## config.mk

```make
export PLATFORM = sky130hd
export DESIGN_NAME = lsu_input_bank
export DESIGN_NICKNAME = d
export VERILOG_FILES = /design/src/rtl/lsu_input_bank.sv
export SDC_FILE = /design/constraint.sdc
export NUM_CORES = 1
export LEC_CHECK = 0
export BUFFER_PORTS_ARGS = -buffer_cell sky130_fd_sc_hd__buf_2
export CAP_MARGIN = 20
export CORE_MARGIN = 2
export CORE_UTILIZATION = 43
export DETAILED_ROUTE_END_ITERATION = 10
export GPL_TIMING_DRIVEN = 0
export PLACE_DENSITY = 0.69
export SETUP_SLACK_MARGIN = 0.15
export SKIP_LAST_GASP = 1
export SLEW_MARGIN = 15
export SYNTH_ARGS = -nofsm -noshare
export SYNTH_HDL_FRONTEND = slang
export SYNTH_SLANG_ARGS = --single-unit
```

## constraint.sdc

```tcl
create_clock -name clk_i -period 2.8 [get_ports clk_i]
set_input_delay 0.14 -clock clk_i [delete_from_list [all_inputs] [get_ports clk_i]]
set_output_delay 0.14 -clock clk_i [all_outputs]
set_load 0.05 [all_outputs]
```

## src/rtl/lsu_input_bank.sv

```systemverilog
// lsu_input_bank: synchronised, debounced input bank with sticky edge flags,
// maskable level interrupt and a 16-byte little-endian wrapping register window.
module lsu_input_bank #(
   parameter int IN_W      = 32,
   parameter int DB_CYCLES = 4
) (
   input  logic            clk_i,
   input  logic            rst_ni,
   input  logic [IN_W-1:0] in_i,
   input  logic [3:0]      addr_i,
   input  logic            we_i,
   input  logic [3:0]      be_i,
   input  logic [31:0]     wdata_i,
   output logic [31:0]     rdata_o,
   output logic            irq_o
);
   localparam int CW = $clog2(DB_CYCLES + 1);

   logic [IN_W-1:0] s1_q, s2_q, db_q, db_d, rise_q, rise_d, fall_q, fall_d, en_q, en_d;
   logic [CW-1:0]   cnt_q [IN_W];
   logic [CW-1:0]   cnt_d [IN_W];
   logic [31:0]     lane_m, clr;
   logic [127:0]    view;
   logic [3:0]      k;

   always_comb begin
      lane_m = {{8{be_i[3]}}, {8{be_i[2]}}, {8{be_i[1]}}, {8{be_i[0]}}};
      clr    = we_i ? (wdata_i & lane_m) : '0;
      db_d   = db_q;
      for (int i = 0; i < IN_W; i++) begin
         cnt_d[i] = cnt_q[i];
         if (s2_q[i] == db_q[i]) cnt_d[i] = '0;
         else if (cnt_q[i] == CW'(DB_CYCLES - 1)) begin
            db_d[i]  = s2_q[i];
            cnt_d[i] = '0;
         end else cnt_d[i] = cnt_q[i] + 1'b1;
      end
      // the set term is OR-ed last so a new edge beats a same-cycle clear
      rise_d = (rise_q & ~((addr_i[3:2] == 2'd1) ? clr[IN_W-1:0] : '0)) | (db_d & ~db_q);
      fall_d = (fall_q & ~((addr_i[3:2] == 2'd2) ? clr[IN_W-1:0] : '0)) | (~db_d & db_q);
      en_d   = (we_i && addr_i[3:2] == 2'd3)
             ? ((en_q & ~lane_m[IN_W-1:0]) | (wdata_i[IN_W-1:0] & lane_m[IN_W-1:0])) : en_q;
   end

   always_comb begin
      view    = {32'(en_q), 32'(fall_q), 32'(rise_q), 32'(db_q)};
      rdata_o = '0;
      k       = '0;
      for (int j = 0; j < 4; j++) begin
         k = addr_i + 4'(j);
         rdata_o[8*j +: 8] = view[{k, 3'b000} +: 8];
      end
   end

   assign irq_o = |((rise_q | fall_q) & en_q);

   always_ff @(posedge clk_i or negedge rst_ni) begin
      if (!rst_ni) begin
         s1_q   <= '0;
         s2_q   <= '0;
         db_q   <= '0;
         rise_q <= '0;
         fall_q <= '0;
         en_q   <= '0;
         cnt_q  <= '{default: '0};
      end else begin
         s1_q   <= in_i;
         s2_q   <= s1_q;
         db_q   <= db_d;
         rise_q <= rise_d;
         fall_q <= fall_d;
         en_q   <= en_d;
         cnt_q  <= cnt_d;
      end
   end
endmodule

```

==> impl_metrics.json, run 1 <==
{
  "outcome": "completed",
  "worst_hold_path_type": "input port to flop",
  "power.leakage_nw": 7.94,
  "finalNetCount": 1484,
  "ios": 108,
  "whs_ps": 200,
  "dieArea_um2": 35900,
  "cp.arrival_ps": 2490,
  "synth_edf_count": 0,
  "setup_viol": 0,
  "worstMarginPinSlew_ps": 1060,
  "clk_path_buf_depth": 3,
  "fill_cells": 2826,
  "die_x_um": 189,
  "drc": 0,
  "clock_latency_ps": 530,
  "ys_async_sr_fraction_pct": 100,
  "yosys_warnings": 0,
  "num_antenna_cells": 0,
  "fmax_mhz": 380,
  "globalplace.congestion": 0.968,
  "dp_hpwl_mm": 29.8,
  "synth.net_count": 1260,
  "wirelength_mm": 43.8,
  "hold_viol": 0,
  "crit_type": "input port to output port",
  "peakVddDrop_mv": 0.513,
  "final_max_slew_viol_count": 0,
  "htreeDepth": 2,
  "vias": 11105,
  "start_util_pct": 43.8,
  "antenna_found_initial": 1,
  "crit_path_start_kind": "input port",
  "dieHeight_um": 189,
  "ys_seq_elements": 288,
  "worst_setup_path_end_kind": "output port",
  "yosys_most_used_dff": "dfrtp_1",
  "grt_pass1_vias": 11112,
  "ant_nets": 0,
  "clockRootBuffer": "clkbuf_16",
  "post-place-cells": 1708,
  "worstPathMaxFanout": 10,
  "fin_cells": 1842,
  "core_area_um2": 33700,
  "synth_area_um2": 14800,
  "min_period_ps": 2630,
  "vias_per_cell": 6.03,
  "layout-drive-gt1-share_pct": 26.8,
  "cts.clk_slew.worst_paths_ps": 50,
  "port_buffers": 106,
  "rows": 67,
  "ys_types": 41,
  "drtPass1Iterations": 7,
  "slew_headroom_pct": 29.5,
  "cts_buffers": 34,
  "grtUsageTotal_pct": 24.6,
  "grt_max_degree": 106,
  "ys_seq_area_share_pct": 48.8,
  "period_share_pct": 93.9,
  "wl_per_cell_um": 23.8,
  "syn_inst": 1149,
  "syn_area_per_cell_um2": 12.9,
  "grt_overflow": 0,
  "final.setup_skew_ps": 22.8,
  "power_density_nw_per_um2": 929,
  "crit_required_ps": 2660,
  "cap_violations": 0,
  "grt_setup_unrepaired": "no",
  "drtIter0Drc": 990,
  "synthToLayoutAreaGrowth_pct": 23.5,
  "grt_pass1_wl_mm": 66.6,
  "clock_sinks": 288,
  "cts_tree": "built"
}
-- cell usage after synthesis (all sizes together) (18+ instances only) --
| cell type | count | area share (%) |
|---|---|---|
| nor2b | 60 | 2.5 |
| inv | 67 | 1.7 |
| nand2 | 108 | 2.7 |
| mux2 | 34 | 2.6 |
| nor3 | 32 | 1.1 |
| xnor2 | 36 | 2.3 |
| mux2i | 89 | 6.0 |
| a21oi | 18 | 0.61 |
| buf | 31 | 2.0 |
| o21ai | 66 | 2.2 |
| a32o | 64 | 4.3 |
| nor3b | 52 | 2.6 |
| dfrtp | 288 | 49 |
| ha | 36 | 3.0 |
| mux4 | 88 | 14 |
-- power breakdown --
group / leakage [nW] / total (mW) / switching, mW / internal, mW
logic: 3.79 / 5.86 / 3.05 / 2.80
registers: 3.62 / 6.79 / 1.48 / 5.31
clock network: 0.531 / 4.30 / 1.72 / 2.58
-- cell usage in the layout, fill, tap and decap left out, drive strengths merged, types with 5 or more instances in the layout --
master	netlist	final
a32o	64	64
a31o	5	5
ha	36	36
a21oi	18	18
nand2	108	108
nor3b	52	52
dlygate4sd3	0	65
mux2i	89	89
a22oi	11	11
nor2	15	15
mux4	88	88
xnor2	36	36
inv	67	68
a211oi	16	16
dfrtp	288	288
clkinv	0	8
mux2	34	34
nor2b	60	60
clkbuf	8	53
nand4	12	12
nor3	32	32
buf	31	153
o21ai	66	66
-- repair_timing --
| action | in CTS | in global routing |
|---|---|---|
| hold buffers | 65 | 0 |
| gates resized for setup | 37 | 19 |
| pin swaps | 1 | 1 |
| endpoints found under the hold margin | 207 | 0 |
| setup buffers | 8 | 4 |
| endpoints found under the setup margin | 24 | 17 |
-- per-layer routing --
layer | share of wire [%] | wire length (um) | track usage [%] | vias to the layer above
met3 | 11 | 4750 | 7.14 | 183
li1 | - | - | - | 4747
met1 | 39 | 17200 | 32.5 | 5526
met4 | 5.9 | 2600 | 12.7 | 2
met5 | 0.032 | 14 | 0 | -
met2 | 44 | 19300 | 37.1 | 647
-- stage by stage --
stage	setup WS, ps	power (mW)	utilization (%)	TNS (ps)	area [um2]
floorplan	154	10.6	-	0	15000
global placement	-3720	12.1	47.7	-1078360	16100
detailed placement	-922	12.3	48.1	-13850	16200
CTS	140	16.9	53.9	0	18200
global route	128	17.8	54.1	0	18200
finish	170	16.9	54.1	0	18200
-- worst max-delay path, cell delays in order --
cell     delay, ps
buf_2          150
buf_6          180
buf_8          180
inv_2          130
ha_4           220
xnor2_4        250
buf_4          190
mux4_2         530
mux2i_4        200
mux2i_4        110
buf_4          200
-- worst paths after layout --
kind | start | to | slack (ps) | cells after the start
setup / recovery | addr_i[1] | rdata_o[31] | 170 | 11
hold / removal | be_i[0] | rise_q[0] | 200 | 5
setup reg to reg | cnt_q[72] | fall_q[7] | 1610 | 3
hold reg to reg | s1_q[20] | s2_q[20] | 340 | 0
max in group asynchronous | rst_ni | cnt_q[28] | 1610 | 3
min in group asynchronous | rst_ni | cnt_q[33] | 210 | 2
-- final cells by class --
class | count | area [um2] | area share (%)
buffer | 39 | 419 | 2.30
multi-input combinational | 755 | 7300 | 40.0
sequential | 288 | 7210 | 39.5
inverter | 67 | 251 | 1.38
tap | 448 | 561 | 3.07
clock buffer | 44 | 950 | 5.20
clock inverter | 13 | 131 | 0.720
timing repair buffer | 188 | 1430 | 7.84
-- cells by family after synthesis --
logic type | after synthesis | synth area share (%)
fa+ha+maj | 36 | 3.05
simple gates | 285 | 10.3
compound gates | 185 | 9.17
xor+xnor | 38 | 2.61
mux | 211 | 22.2
flops | 288 | 48.8
buf+inv | 106 | 3.87
Power figures use the tool's default switching activity.
==> run 2, diff against run 1 <==
--- a/config.mk
+++ b/config.mk
@@ -7,6 +7,7 @@
 export LEC_CHECK = 0
 export BUFFER_PORTS_ARGS = -buffer_cell sky130_fd_sc_hd__buf_2
 export CAP_MARGIN = 20
+export CORE_ASPECT_RATIO = 1.4
 export CORE_MARGIN = 2
 export CORE_UTILIZATION = 43
 export DETAILED_ROUTE_END_ITERATION = 10
==> impl_metrics.json, run 2 (same netlist as run 1, synthesis figures left out) <==
{
  "outcome": "completed",
  "worst_hold_path_type": "input port to async pin",
  "cp.arrival_ps": 2540,
  "peakVddDrop_mv": 0.407,
  "layout_common_cells": "288 x dfrtp_1, 108 x nand2_1, 96 x buf_2",
  "whs_ps": 127,
  "critPathLaunch": "addr_i[1]",
  "power_density_nw_per_um2": 909,
  "min_period_ps": 2680,
  "cts_buffers": 28,
  "drc": 0,
  "hold_viol": 0,
  "use_met3_pct": 3.92,
  "final.setup_skew_ps": 9.15,
  "globalplace.congestion": 0.930,
  "critPathCapture": "rdata_o[8]",
  "worst_setup_path_end_kind": "output port",
  "utilization_pct": 53.7,
  "layout-drive-gt1-share_pct": 26.7,
  "grt_overflow": 0,
  "slew_headroom_pct": 22.6,
  "crit_required_ps": 2660,
  "cp_slowest_stage_delay_ps": 750,
  "fmax_mhz": 374,
  "cp_cell_sequence": "buf_2 -> ha_1 -> xor2_4 -> clkbuf_1 -> nor2b_1 -> a211oi_4 -> a21oi_4 -> buf_2",
  "setup_viol": 0,
  "grt_pass1_vias": 11128,
  "final_common_cell": "dfrtp_1",
  "grt_util_met1_pct": 31.2,
  "htreeDepth": 1,
  "top_usage_layer": "met2",
  "wirelength_mm": 43.6,
  "grt_pass1_wl_mm": 66.6,
  "dieHeight_um": 223,
  "grt_max_degree": 108,
  "final_max_slew_viol_count": 0,
  "cp_top_family": "buffers and inverters",
  "num_antenna_cells": 0,
  "dp_hpwl_mm": 30.1,
  "wl_per_cell_um": 23.6,
  "grt_setup_unrepaired": "yes",
  "power.leakage_nw": 7.93,
  "clock_latency_ps": 550,
  "clk_path_buf_depth": 3,
  "drtIter0Drc": 1058,
  "vias": 10935,
  "grtUsageMet2_pct": 40.9,
  "worstMarginPinSlew_ps": 1160,
  "crit_buf_inv": 3,
  "clockRootBuffer": "clkbuf_16",
  "rows": 80,
  "cap_violations": 0,
  "crit_type": "input port to output port",
  "worstPathMaxFanout": 10,
  "ant_nets": 0,
  "synthToLayoutAreaGrowth_pct": 23.4,
  "finalNetCount": 1481,
  "vias_per_cell": 5.93,
  "rr_worst_depth": 3,
  "antenna_found_initial": 0,
  "crit-reg2reg-capture": "fall_q[28]",
  "start_util_pct": 43.5,
  "slowest_stage": "clkbuf_1",
  "crit_path_frequent_cell": "buf_2",
  "r2r_slack_ps": 1590,
  "dieArea_um2": 35900,
  "ios": 108,
  "die_x_um": 161,
  "cts.clk_slew.worst_paths_ps": 60,
  "grtUsageTotal_pct": 24.5,
  "period_share_pct": 95.6,
  "cp_num_cells": 8,
  "core_area_um2": 33900,
  "timing.rr.start": "cnt_q[9]",
  "clock_sinks": 288,
  "port_buffers": 106,
  "crit_path_start_kind": "input port",
  "drtPass1Iterations": 5,
  "cts_tree": "built",
  "fill_cells": 2847
}
run 2: changes by cell type in the layout (fill, tap and decap cells not counted), moves of 3 or more:
cell / delta
buf_4: +8
clkbuf_16: -5
buf_2: -7
buf_12: +4
buf_6: -3
clkbuf_8: +3
run 2: how the worst min path moves through the flow:
stage               depth (start not counted)    start        end
floorplan                                   0   rst_ni  async pin
global placement                            1  in_i[3]    s1_q[3]
detailed placement                          1   rst_ni   s2_q[21]
CTS                                         5  be_i[0]  rise_q[0]
global route                                5  be_i[0]  rise_q[2]
finish                                      2   rst_ni   s2_q[21]
run 2: metal layers:
layer	wire [um]	vias up	share of wire, %
li1	-	4737	-
met5	0	-	0
met1	16800	5524	39
met4	2290	0	5.3
met2	21100	523	48
met3	3410	151	7.8
run 2: cell type report:
type	count	area, um2	share of cell area (%)
timing repair buffer	191	1500	8.20
multi-input combinational	755	7330	40.2
sequential	288	7210	39.5
tap	451	564	3.10
clock inverter	10	110	0.604
inverter	67	251	1.38
buffer	39	430	2.36
clock buffer	42	845	4.63
run 2: metrics by stage:
step	setup WS (ps)	TNS [ps]	instance area [um2]	cells	power (mW)
global placement	-3600	-1039520	16100	1706	12.1
CTS	155	0	18100	1837	16.5
global route	115	0	18200	1843	17.4
finish	124	0	18200	1843	16.6
detailed placement	-841	-13170	16200	1710	12.4
floorplan	154	0	15000	1149	10.6
run 2: worst reg2reg max path: stages (launching register included):
cell and delay, ps:
dfrtp_1 360, ha_1 160, nor2b_1 390, a32o_1 240
run 2: power by group:
group | internal, mW | switching [mW] | leakage, nW
clock | 2.27 | 1.61 | 0.471
combinational | 2.85 | 3.07 | 3.84
sequential | 5.30 | 1.46 | 3.62
run 2: repair_timing:
action / in CTS / in global routing
gates cloned: 0 / 1
hold buffers: 65 / 0
buffers inserted: 10 / 5
pin swaps: 2 / 1
hold endpoints to repair: 204 / 0
resized for setup: 48 / 19
endpoints found under the setup margin: 23 / 22
